[src/rtl/cache_ctrl.sv]
// cache_ctrl: lookup/refill sequencer for a 2-way, 128-set tags file with 16-byte blocks.
// It drives the tags-file port, the block-fetch handshake and the data RAM write port.
module cache_ctrl (
    input  logic        clk,
    input  logic        rst,
    input  logic        req_valid,
    input  logic [23:0] req_addr,
    output logic        req_ready,
    output logic        resp_valid,
    output logic        resp_hit,
    output logic        resp_way,
    output logic [6:0]  tf_set_addr,
    output logic        tf_we,
    output logic        tf_set_element,
    output logic [12:0] tf_tag_in,
    output logic        tf_valid_in,
    input  logic [12:0] tf_tag_out0,
    input  logic [12:0] tf_tag_out1,
    input  logic        tf_valid_out0,
    input  logic        tf_valid_out1,
    output logic        mem_req,
    output logic [23:0] mem_addr,
    input  logic        mem_ack,
    input  logic        mem_rvalid,
    input  logic [31:0] mem_rdata,
    output logic        dr_we,
    output logic [9:0]  dr_addr,
    output logic [31:0] dr_wdata,
    output logic [2:0]  state_dbg
);

    localparam logic [2:0] S_IDLE   = 3'd0;
    localparam logic [2:0] S_LOOKUP = 3'd1;
    localparam logic [2:0] S_MEMREQ = 3'd2;
    localparam logic [2:0] S_REFILL = 3'd3;
    localparam logic [2:0] S_TAGWR  = 3'd4;
    localparam logic [2:0] S_RESP   = 3'd5;

    // Handshakes: a lookup transfers on a cycle with req_valid && req_ready (ready only in
    // IDLE); the fetch request holds mem_req/mem_addr until a cycle with mem_ack; each refill
    // word transfers on a cycle with mem_rvalid; resp_valid is a one-cycle pulse, no backpressure.

    logic [2:0]   state_q;
    logic [19:0]  addr_q;
    logic         victim_q;
    logic [1:0]   cnt_q;
    logic [127:0] lru_q;
    logic         resp_hit_q;
    logic         resp_way_q;
    logic         dr_we_q;
    logic [9:0]   dr_addr_q;
    logic [31:0]  dr_wdata_q;

    logic [12:0]  tag_q;
    logic [6:0]   set_q;
    logic         hit0;
    logic         hit1;
    logic         any_hit;
    logic         hit_way;
    logic         miss_victim;
    logic         unused_addr_bits;

    assign tag_q = addr_q[19:7];
    assign set_q = addr_q[6:0];

    // Byte/word offset is irrelevant to tag sequencing.
    assign unused_addr_bits = ^req_addr[3:0];

    always_comb begin
        hit0    = tf_valid_out0 && (tf_tag_out0 == tag_q);
        hit1    = tf_valid_out1 && (tf_tag_out1 == tag_q);
        any_hit = hit0 || hit1;
        hit_way = !hit0;
        if (!tf_valid_out0) begin
            miss_victim = 1'b0;
        end else if (!tf_valid_out1) begin
            miss_victim = 1'b1;
        end else begin
            miss_victim = lru_q[set_q];
        end
    end

    always_ff @(posedge clk or negedge rst) begin
        if (!rst) begin
            state_q    <= S_IDLE;
            addr_q     <= '0;
            victim_q   <= 1'b0;
            cnt_q      <= '0;
            resp_hit_q <= 1'b0;
            resp_way_q <= 1'b0;
            dr_we_q    <= 1'b0;
            dr_addr_q  <= '0;
            dr_wdata_q <= '0;
        end else begin
            dr_we_q <= 1'b0;
            case (state_q)
                S_IDLE: begin
                    if (req_valid) begin
                        addr_q  <= req_addr[23:4];
                        state_q <= S_LOOKUP;
                    end
                end
                S_LOOKUP: begin
                    if (any_hit) begin
                        resp_hit_q <= 1'b1;
                        resp_way_q <= hit_way;
                        state_q    <= S_RESP;
                    end else begin
                        victim_q <= miss_victim;
                        state_q  <= S_MEMREQ;
                    end
                end
                S_MEMREQ: begin
                    if (mem_ack) begin
                        cnt_q   <= '0;
                        state_q <= S_REFILL;
                    end
                end
                S_REFILL: begin
                    if (mem_rvalid) begin
                        dr_we_q    <= 1'b1;
                        dr_addr_q  <= {set_q, victim_q, cnt_q};
                        dr_wdata_q <= mem_rdata;
                        cnt_q      <= cnt_q + 2'd1;
                        if (cnt_q == 2'd3) begin
                            state_q <= S_TAGWR;
                        end
                    end
                end
                S_TAGWR: begin
                    resp_hit_q <= 1'b0;
                    resp_way_q <= victim_q;
                    state_q    <= S_RESP;
                end
                S_RESP: begin
                    resp_hit_q <= 1'b0;
                    resp_way_q <= 1'b0;
                    state_q    <= S_IDLE;
                end
                default: begin
                    state_q <= S_IDLE;
                end
            endcase
        end
    end

    // The way just used becomes MRU, so the other way is next in line for eviction.
    always_ff @(posedge clk or negedge rst) begin
        if (!rst) begin
            lru_q <= '0;
        end else if (state_q == S_RESP) begin
            lru_q[set_q] <= ~resp_way_q;
        end
    end

    assign req_ready      = (state_q == S_IDLE);
    assign resp_valid     = (state_q == S_RESP);
    assign resp_hit       = resp_hit_q;
    assign resp_way       = resp_way_q;
    assign tf_set_addr    = (state_q == S_IDLE) ? req_addr[10:4] : set_q;
    assign tf_we          = (state_q == S_TAGWR);
    assign tf_set_element = tf_we ? victim_q : 1'b0;
    assign tf_tag_in      = tf_we ? tag_q : 13'd0;
    assign tf_valid_in    = tf_we;
    assign mem_req        = (state_q == S_MEMREQ);
    assign mem_addr       = mem_req ? {addr_q, 4'b0000} : 24'd0;
    assign dr_we          = dr_we_q;
    assign dr_addr        = dr_addr_q;
    assign dr_wdata       = dr_wdata_q;
    assign state_dbg      = state_q;

    // Both ways matching the same tag means the tags file was corrupted upstream.
    a_single_hit_way: assert property (@(posedge clk) disable iff (!rst)
        (state_q == S_LOOKUP) |-> !(hit0 && hit1));

    a_mem_req_hold: assert property (@(posedge clk) disable iff (!rst)
        (mem_req && !mem_ack) |=> (mem_req && $stable(mem_addr)));

    a_resp_pulse: assert property (@(posedge clk) disable iff (!rst)
        resp_valid |=> !resp_valid);

endmodule

[config.mk]
export PLATFORM = sky130hd
export DESIGN_NAME = cache_ctrl
export DESIGN_NICKNAME = d
export VERILOG_FILES = /design/src/rtl/cache_ctrl.sv
export SDC_FILE = /design/constraint.sdc
export NUM_CORES = 1
export LEC_CHECK = 0
export CAP_MARGIN = 10
export CORE_UTILIZATION = 25
export DETAILED_ROUTE_END_ITERATION = 8
export SYNTH_ARGS = -nofsm -noshare
export SYNTH_HDL_FRONTEND = slang
export SYNTH_SLANG_ARGS = --single-unit
[constraint.sdc]
create_clock -name clk -period 2.6 [get_ports clk]
set_input_delay 0.52 -clock clk [delete_from_list [all_inputs] [get_ports clk]]
set_output_delay 0.52 -clock clk [all_outputs]
set_load 0.02 [all_outputs]
After elaboration in Yosys (flattened, before gate mapping)
Index checks and enable logic that the tools add are counted.
- input bits: 89
- register bits: 199
- output and inout bits: 98
- word-level logic and storage cells: 71
- magnitude comparators: 2
- reductions and logical operators: 17
- bitwise operators: 2
- add/sub/neg operators: 1
- equal/unequal tests: 13
- muxes and demuxes: 26
- operator list (cell ; number):
    bitwise mux 128 bit ; 1
    == test 13 bit ; 2
    2-to-1 mux 24 bit ; 1
    2-to-1 mux 3 bit ; 5
    one-hot mux 3 bit (5 select lines) ; 1
    2-to-1 mux 13 bit ; 1
    AND reduction 2 bit ; 5
    2-to-1 mux 1 bit ; 9
    < comparator 7 x 8 -> 1 bit, second input constant ; 1
    inequality test 2 bit, second input constant ; 4
    binary-select mux 1 bit (select 7 bit) ; 1
    demux 1 bit (select 7 bit) ; 1
    >= comparator 7 x 1 -> 1 bit, second input constant ; 1
    2-to-1 mux 7 bit ; 1
    == test 3 x 2 -> 1 bit, second input constant ; 2
    == test 3 bit, second input constant ; 2
    2-to-1 mux 2 bit ; 2
    one-hot mux 2 bit (2 select lines) ; 1
    AND reduction 4 bit ; 1
    nonzero test 2 bit ; 2
    == test 3 x 1 -> 1 bit, second input constant ; 1
    logical AND 1 bit ; 3
    zero test 3 bit ; 1
    one-hot mux 1 bit (3 select lines) ; 1
    other kinds (10) ; 11

Logic depth before layout (Yosys ltp)
Gate-level depths: netlist of run 1.
- depth after elaboration: 5
- depth in mapped cells: 10
- mapped depth without buffers: 7

Worst setup path before layout of run 1
Ideal clock, no wire load.
- path type: reg-to-reg
- start point: register state_q[1] (netlist: state_dbg[1])
- end point: register lru_q[123]
- setup time: 0.135 ns
- data arrival time: 2.215 ns
- required time: 2.465 ns
- buffers on the path: 2
- cell stages (with the launch flop): 10
- clock period less this slack: 2.350 ns
- setup slack: 0.250 ns
- cells stage by stage: dfrtp_1 buf_2 inv_1 nand2_1 nor2_1 and3_1 nand3_1 clkbuf_1 o21ai_0 o31ai_1
- longest elaborated chain between the ends: 1
- ends and longest elaborated chain (what ; RTL line ; text):
    start, declared ; 43 ; logic [2:0] state_q;
    start signal, assigned ; 85 ; state_q <= S_IDLE;
    start signal, assigned ; 100 ; state_q <= S_LOOKUP;
    start signal, assigned ; 107 ; state_q <= S_RESP;
    == test 3 bit ; n/a ;
    net resp_valid ; 9 ; output logic resp_valid,
    end signal, assigned by index ; 152 ; lru_q[set_q] <= ~resp_way_q;
    end, declared ; 47 ; logic [127:0] lru_q;
The timed path passes the listed nets, and every way through them passes these cells.
A chain may end at the register's enable or synchronous reset.

Worst setup path after layout of run 1
- start point: register addr_q[0]
- end point: register victim_q
- longest elaborated chain between the ends: 4
- ends and longest elaborated chain (what ; RTL line ; text):
    start, declared ; 44 ; logic [19:0] addr_q;
    start signal, assigned ; 99 ; addr_q <= req_addr[23:4];
    binary-select mux 1 bit (select 7 bit) ; 79 ; miss_victim = lru_q[set_q];
    2-to-1 mux 1 bit (not written as such) ; 79 ;
    2-to-1 mux 1 bit ; 76 ; end else if (!tf_valid_out1) begin
    2-to-1 mux 1 bit ; 74 ; if (!tf_valid_out0) begin
    end signal, assigned ; 109 ; victim_q <= miss_victim;
    end, declared ; 45 ; logic victim_q;
Every way passes these cells. The select of a mux whose other input is x is not followed.

==> results of run 1 <==
[sequential cells by signal (all words and copies together) (netlist names)]
name / cells
lru_q: 128
dr_wdata: 32
addr_q: 20
dr_addr: 10
state_dbg: 3
cnt_q: 2
dr_we: 1
resp_hit: 1
resp_way: 1
victim_q: 1
[placed cells by master, fill, tap and decap left out, types with 9 or more instances in the layout]
cell	count
sky130_fd_sc_hd__buf_4	83
sky130_fd_sc_hd__clkbuf_16	17
sky130_fd_sc_hd__mux2i_1	18
sky130_fd_sc_hd__nand2_1	159
sky130_fd_sc_hd__nor2_1	24
sky130_fd_sc_hd__o31ai_1	129
sky130_fd_sc_hd__dlygate4sd2_1	35
sky130_fd_sc_hd__and2_1	17
sky130_fd_sc_hd__a22oi_1	13
sky130_fd_sc_hd__buf_12	10
sky130_fd_sc_hd__a21oi_1	20
sky130_fd_sc_hd__o21ai_0	149
sky130_fd_sc_hd__dfrtp_1	193
sky130_fd_sc_hd__and3_1	19
sky130_fd_sc_hd__nor3_1	13
sky130_fd_sc_hd__mux2_2	23
sky130_fd_sc_hd__xnor2_1	22
sky130_fd_sc_hd__clkdlybuf4s50_1	132
sky130_fd_sc_hd__a221oi_1	9
sky130_fd_sc_hd__nand3_1	13
sky130_fd_sc_hd__inv_1	9
[critical path, cell delays in order (launching register included)]
cell	delay, ps
sky130_fd_sc_hd__dfrtp_2	430
sky130_fd_sc_hd__buf_12	150
sky130_fd_sc_hd__buf_12	150
sky130_fd_sc_hd__mux2_4	300
sky130_fd_sc_hd__a311o_1	260
sky130_fd_sc_hd__a211o_1	250
sky130_fd_sc_hd__nor4_2	350
sky130_fd_sc_hd__buf_4	180
sky130_fd_sc_hd__o32ai_2	80
sky130_fd_sc_hd__mux2_2	280
[final timing paths]
kind	startpoint	endpoint	slack, ps	cells past startpoint
worst max-delay path	addr_q[0]	victim_q	60	9
worst min-delay path	rst	lru_q[30]	30	1
worst max register to register	addr_q[0]	victim_q	60	9
worst min register to register	dr_wdata[18]	dr_wdata[18]	470	2
max in group asynchronous	rst	lru_q[51]	1790	2
min in group clk	dr_wdata[18]	dr_wdata[18]	470	2
[timing repair]
item | in CTS | in global routing
endpoints found under the setup margin | 43 | 11
buffers inserted | 3 | 1
hold buffers | 0 | 0
pin swaps | 0 | 4
gates resized for setup | 47 | 17
[metrics by stage]
step	hold slack (ps)	instances	util, %	total power, mW	worst slack [ps]
floorplan	224.4	1021	-	7.385	250.0
global placement	458.4	1711	32.66	10.28	-47.67
detailed placement	462.3	1711	32.66	10.33	-78.24
CTS	44.32	1746	34.15	12.95	-9.261
global route	62.47	1747	34.24	13.58	0.3819
finish	30.30	1747	34.24	12.89	55.56
[kinds of logic (layout without fill, tap and decap cells)]
family / Yosys count / in the layout / synth area share [%]
AOI/OAI and AO/OA: 360 / 360 / 23.55
and+or+nand+nor: 277 / 277 / 12.75
DFF: 199 / 199 / 50.58
buffers and inverters: 107 / 315 / 4.892
muxes: 47 / 47 / 5.757
xor gates and xnor gates: 26 / 26 / 2.313
adders and majority gates: 1 / 1 / 0.1271
other: 1 / 4 / 0.03809
[power groups by stage]
stage,clock [mW],combinational (mW),sequential (mW)
CTS,2.70,6.09,4.16
finish,2.62,6.12,4.15
floorplan,0,2.95,4.44
detailed placement,0,6.10,4.23
global route,2.79,6.57,4.22
global placement,0,6.06,4.22
[layout make-up]
type,instances,area [µm²]
Multi-Input combinational cell,715,4422
Tap cell,518,648.1
Sequential cell,199,4990
Inverter,11,46.29
Clock inverter,15,152.6
Fill cell,3938,25470
Clock buffer,17,425.4
Timing Repair Buffer,272,2579
[per-layer routing]
layer  vias to the layer above  part of all wire, %
li1                       4103                    -
met1                      4160                   45
met2                       299                   48
met3                        33                  5.8
met4                         0                  1.3
met5                         -                    0
==> summary.txt, run 1 <==
CTS
  • Number of buffers between clock root and the deepest sink: 2
  • Sinks on Clock Net: 199
  • Clock latency on the worst-skew pair: 450 ps
  • Deepest level of the CTS H-tree: 4
  • Master cell of the clock root buffer: sky130_fd_sc_hd__clkbuf_16
  • TritonCTS clock tree: done
  • Num CTS Buffers: 17
  • Clock input transition at the sequential cells of the worst setup and hold paths: 80 ps

Setup path
  • Crit path arrival time: 2880 ps
  • Max Fanout on Critical Path: 14
  • CP Launch Type: flop
  • Required time of the worst setup path: 2930 ps
  • Critical path class: reg2reg
  • Kind of end point of the critical path: flop

Final layout
  • Antenna diodes: 0
  • Cell area after layout: 13260 µm²
  • Post-layout nets: 1306
  • Growth of design area from synthesis to finish: 34.71%
  • Fraction of layout cells with a size suffix above 1: 14.24%

Power and ir drop
  • Combinational fraction of design power: 47.5%
  • Power share of the sequential group: 32.2%
  • Clock network fraction of design power: 20.3%
  • Net switching power of the design: 5.412 mW
  • Switching Share: 41.99%
  • Internal portion of total power: 7.476 mW
  • Static leakage: 5.804 nW
  • Pwr dens: 971.8 nW/µm²
  • Worst supply voltage drop on vdd: 577.8 µV

Floorplan
  • Cell row count: 72
  • Initial core utilization: 25.42%
  • Total core area: 38740 µm²
  • Vertical die dimension: 200.5 µm
  • Overall die area: 40180 µm²
  • Die width: 200.5 µm
  • Number of top-level pins: 187

Global route
  • GR Layer Usage met1: 20.52%
  • Global-route wire length before repair: 49150 µm
  • Layer with the highest usage: met2
  • Vias in the first global route: 8612
  • Overall fraction of global-route tracks in use: 15.45%
  • Antenna violations before repair: 0
  • Met3 global-route usage: 3.084%
  • Total global routing overflow: 0
  • Fraction of met2 tracks used by global routing: 25.58%
  • Pin count of the biggest net entering global routing: 130

Hold path
  • Class of the most critical hold timing path: in2async

STA
  • Count of final hold-check violations: 0
  • Worst slew slack as a fraction of its limit: 55.44%
  • Post-layout min period: 2544 ps
  • Final setup violating endpoints: 0
  • Maximum achievable frequency: 393.0 MHz
  • Transition time at the pin with the least slew margin: 668.4 ps
  • Sum of negative setup slack: 0 ps
  • Number of pins with negative max-slew slack in the final report: 0
  • Setup skew after layout: 11.15 ps
  • Final clock period utilization by the worst path: 97.86%
  • Unrepaired setup endpoints after global routing: false

Route
  • Via density per instance: 4.920
  • Number of antenna-violating nets in the routed design: 0
  • Number of design rule violations left after detail routing: 0
  • Total length of routed wires: 30780 µm
  • Post-detailed-route wirelength per cell: 17.62 µm
  • Number of DRC markers after the initial detailed-route iteration: 601
  • Length of the first detailed-routing pass in iterations: 5
  • Routed via count: 8595

Synth
  • Share of Yosys cell area claimed by the top area cell type: 50.58%
  • Yosys reg bits: 199
  • Library cells used by synthesis: 61
  • Netlist area before placement: 9846 µm²
  • Sequential fraction of the synthesis area: 50.58%
  • Largest cells by area after synthesis: sky130_fd_sc_hd__dfrtp_1, sky130_fd_sc_hd__o31ai_1, sky130_fd_sc_hd__o21ai_0
  • Dominant register cell in the synthesized netlist: sky130_fd_sc_hd__dfrtp_1
  • Top-count cell post-synth: sky130_fd_sc_hd__dfrtp_1
  • Async S/R FF share, synth: 100.0%
  • Number of warning messages in the yosys log: 0
  • Synthesized area per cell: 9.672 µm²
  • Most instantiated cells after synthesis: sky130_fd_sc_hd__dfrtp_1, sky130_fd_sc_hd__nand2_1, sky130_fd_sc_hd__o21ai_0
  • Syn Inst Count: 1018
  • Cell accounting for the most synthesized area: sky130_fd_sc_hd__dfrtp_1
  • Number of enable flip-flop cells after synthesis: 0

Run status
  • Outcome: finished clean

Placed design
  • Detailed Place HPWL: 21350 µm
  • Post-detailed-placement cell area: 12650 µm²
  • Port Buffer Count: 178
  • GP Congestion: 0.9150

Run
  • Max Cap Violations: 0
Note: power is estimated with default switching activity, not from simulation.
==> inputs of run 2 (changes only) <==
Settings changed: PLACE_DENSITY from default to 0.48, SETUP_SLACK_MARGIN from default to 0.02.
==> run 2 against run 1 <==
Effect of this change: highest routed layer unchanged; sequential share of layout area about the same; count of clock-buffer cells in the layout up 1; fmax grew 1.4%; first-iteration DRC count rose by 6.2%; hold slack gained 50 ps; wire length rose by 7.7%; worst setup slack better by 35 ps; clock skew increased by 4.0 ps; sequential power down 1%; clock power is 7% higher.
==> summary.txt, run 2 (synthesized netlist as in run 1, its figures left out) <==
Setup path
  • Crit Reg-Reg Endpoint: victim_q (unchanged)
  • Critical path class: reg2reg (unchanged)
  • Kind of end point of the critical path: flop (unchanged)
  • Required time of the worst setup path: 2930 ps (about the same)
  • Cell depth of the worst flop-to-flop path: 9 (unchanged)
  • Origin of the critical flop-to-flop path: addr_q[2] (was addr_q[0])
  • Max Fanout on Critical Path: 9 (was 14)
  • Worst setup path end: victim_q (unchanged)
  • Crit path arrival time: 2840 ps (was 2880 ps)
  • Worst setup path startpoint: addr_q[2] (was addr_q[0])
  • CP Launch Type: flop (unchanged)
  • Worst reg-to-reg setup slack: 90 ps (was 60 ps)

Final layout
  • Post-layout nets: 1299 (was 1306)
  • Non-filler cells in the finished layout: 1740 (was 1747)
  • Antenna diodes: 0 (unchanged)
  • Fillers: 3973 (was 3938)
  • Growth of design area from synthesis to finish: 34.63% (was 34.71%)
  • Commonest non-fill, non-tap cells in the layout: sky130_fd_sc_hd__dfrtp_1, sky130_fd_sc_hd__nand2_1, sky130_fd_sc_hd__o21ai_0 (unchanged)
  • Cell area after layout: 13260 µm² (about the same)
  • Core Util, Final: 34.22% (was 34.24%)
  • Leading cell type in the layout, fill and taps excluded: sky130_fd_sc_hd__dfrtp_1 (unchanged)
  • Register containing the most flip-flops in the final layout: lru_q (unchanged)
  • Fraction of layout cells with a size suffix above 1: 13.42% (was 14.24%)
  • Flip-flop count of the largest register after layout: 128 (unchanged)

STA
  • Number of pins with negative max-slew slack in the final report: 0 (unchanged)
  • Count of final hold-check violations: 0 (unchanged)
  • Maximum achievable frequency: 398.6 MHz (was 393.0 MHz)
  • Worst slew slack as a fraction of its limit: 56.57% (was 55.44%)
  • Transition time at the pin with the least slew margin: 651.4 ps (was 668.4 ps)
  • Post-layout min period: 2509 ps (was 2544 ps)
  • Unrepaired setup endpoints after global routing: true (was false)
  • Final setup violating endpoints: 0 (unchanged)
  • Final clock period utilization by the worst path: 96.50% (was 97.86%)
  • Sum of negative setup slack: 0 ps (unchanged)
  • Post-layout worst setup margin: 91.06 ps (was 55.56 ps)
  • Setup skew after layout: 15.15 ps (was 11.15 ps)
  • Fin Hold WS: 79.89 ps (was 30.30 ps)

Global route
  • Overall fraction of global-route tracks in use: 16.69% (was 15.45%)
  • Antenna violations before repair: 0 (unchanged)
  • Pin count of the biggest net entering global routing: 130 (unchanged)
  • Total global routing overflow: 0 (unchanged)
  • Global-route wire length before repair: 52180 µm (was 49150 µm)
  • Vias in the first global route: 8404 (was 8612)

Placed design
  • Detailed Place HPWL: 22620 µm (was 21350 µm)
  • Post-detailed-placement cell area: 12620 µm² (was 12650 µm²)
  • Worst slack at placement: -23.60 ps (was -78.24 ps)
  • Port Buffer Count: 178 (unchanged)
  • Placed instance count: 1707 (was 1711)
  • GP Congestion: 0.8682 (was 0.9150)

Floorplan
  • Vertical die dimension: 200.5 µm (unchanged)
  • Die width: 200.5 µm (unchanged)
  • Overall die area: 40180 µm² (unchanged)
  • Total core area: 38740 µm² (unchanged)
  • Cell row count: 72 (unchanged)
  • Initial core utilization: 25.42% (unchanged)
  • Number of top-level pins: 187 (unchanged)

Hold path
  • Class of the most critical hold timing path: in2async (unchanged)

Power and ir drop
  • Worst supply voltage drop on vdd: 441.9 µV (was 577.8 µV)
  • Power Total: 13.00 mW (was 12.89 mW)
  • Internal portion of total power: 7.508 mW (was 7.476 mW)
  • Static leakage: 5.902 nW (was 5.804 nW)
  • Net switching power of the design: 5.495 mW (was 5.412 mW)
  • Switching Share: 42.26% (was 41.99%)
  • Clock network fraction of design power: 21.5% (was 20.3%)
  • Pwr dens: 980.9 nW/µm² (was 971.8 nW/µm²)
  • Power share of the sequential group: 31.6% (was 32.2%)
  • Combinational fraction of design power: 46.9% (was 47.5%)

CTS
  • Sinks on Clock Net: 199 (unchanged)
  • Master cell of the clock root buffer: sky130_fd_sc_hd__clkbuf_16 (unchanged)
  • Hold_buf cts: 0 (unchanged)
  • Number of buffers between clock root and the deepest sink: 2 (unchanged)
  • Clock input transition at the sequential cells of the worst setup and hold paths: 80 ps (about the same)
  • Num CTS Buffers: 17 (unchanged)
  • Clock latency on the worst-skew pair: 450 ps (about the same)
  • Deepest level of the CTS H-tree: 4 (unchanged)
  • TritonCTS clock tree: done (unchanged)

Route
  • Top Layer Used: met4 (unchanged)
  • Sum of met3 wire segment lengths after detailed routing: 1674 µm (was 1794 µm)
  • Total length of routed met2 wires: 14620 µm (was 14710 µm)
  • Length of the first detailed-routing pass in iterations: 5 (unchanged)
  • Routed via count: 8476 (was 8595)
  • Total length of routed wires: 33140 µm (was 30780 µm)
  • Number of antenna-violating nets in the routed design: 0 (unchanged)
  • Number of DRC markers after the initial detailed-route iteration: 638 (was 601)
  • Post-detailed-route wirelength per cell: 19.04 µm (was 17.62 µm)
  • Number of design rule violations left after detail routing: 0 (unchanged)
  • Via density per instance: 4.871 (was 4.920)
  • Met1 routed wirelength after detailed routing: 16430 µm (was 13870 µm)

Run status
  • Outcome: finished clean (unchanged)

Run
  • Max Cap Violations: 0 (unchanged)
## run 2: changes by cell type in the layout (fill, tap and decap cells not counted), moves of 2 or more
cell / before / now
sky130_fd_sc_hd__dlymetal6s2s_1: 5 / 11
sky130_fd_sc_hd__clkbuf_2: 2 / 0
sky130_fd_sc_hd__buf_4: 83 / 78
sky130_fd_sc_hd__clkdlybuf4s15_1: 3 / 0
sky130_fd_sc_hd__clkinvlp_4: 3 / 0
sky130_fd_sc_hd__clkinv_2: 2 / 0
## run 2: routing by layer
metal  vias to the layer above  global-route usage (%)
met3                        28                   3.328
met2                       270                   25.79
met4                         0                   3.735
met1                      4086                   23.94
met5                         -                       0
li1                       4092                       -
## run 2: cell type report
class                           count  area (µm²)  share of cell area [%]
Inverter                           11       41.29                  0.3115
Timing Repair Buffer              265        2536                   19.13
Tap cell                          518       648.1                   4.890
Clock buffer                       18       439.2                   3.313
Clock inverter                     14       173.9                   1.312
Multi-Input combinational cell    715        4427                   33.40
Sequential cell                   199        4990                   37.64
## run 2: how the worst min path moves through the flow
stage / startpoint / to / slack [ps] / cells past startpoint
finish: rst / lru_q[28] / 80 / 1
CTS: rst / lru_q[10] / 100 / 1
global placement: dr_wdata[10] / dr_wdata[10] / 460 / 2
detailed placement: dr_wdata[9] / dr_wdata[9] / 460 / 2
global route: rst / lru_q[10] / 120 / 1
floorplan: rst / addr_q[0] / 220 / 0
## run 2: power by group through the flow
stage	logic [mW]	registers (mW)	clock network, mW
2_1_floorplan	2.95	4.44	0
3_3_place_gp	6.19	4.18	0
3_5_place_dp	6.21	4.20	0
4_1_cts	6.11	4.12	2.88
5_1_grt	6.56	4.19	3.00
6_report	6.09	4.11	2.80
## run 2: what timing repair did
| item | 4_1_cts | 5_1_grt |
|---|---|---|
| buffers inserted | 1 | 0 |
| gates resized for setup | 39 | 14 |
| endpoints found under the setup margin | 46 | 12 |
| endpoints found under the hold margin | 0 | 0 |
## run 2: worst max-delay path: stages, from the launching register on
cell,delay (ps)
sky130_fd_sc_hd__dfrtp_2,430
sky130_fd_sc_hd__buf_4,190
sky130_fd_sc_hd__and2b_1,210
sky130_fd_sc_hd__buf_4,170
sky130_fd_sc_hd__a22oi_1,150
sky130_fd_sc_hd__a21oi_1,100
sky130_fd_sc_hd__a311o_1,380
sky130_fd_sc_hd__nor4_4,340
sky130_fd_sc_hd__o32ai_2,140
sky130_fd_sc_hd__mux2_2,280
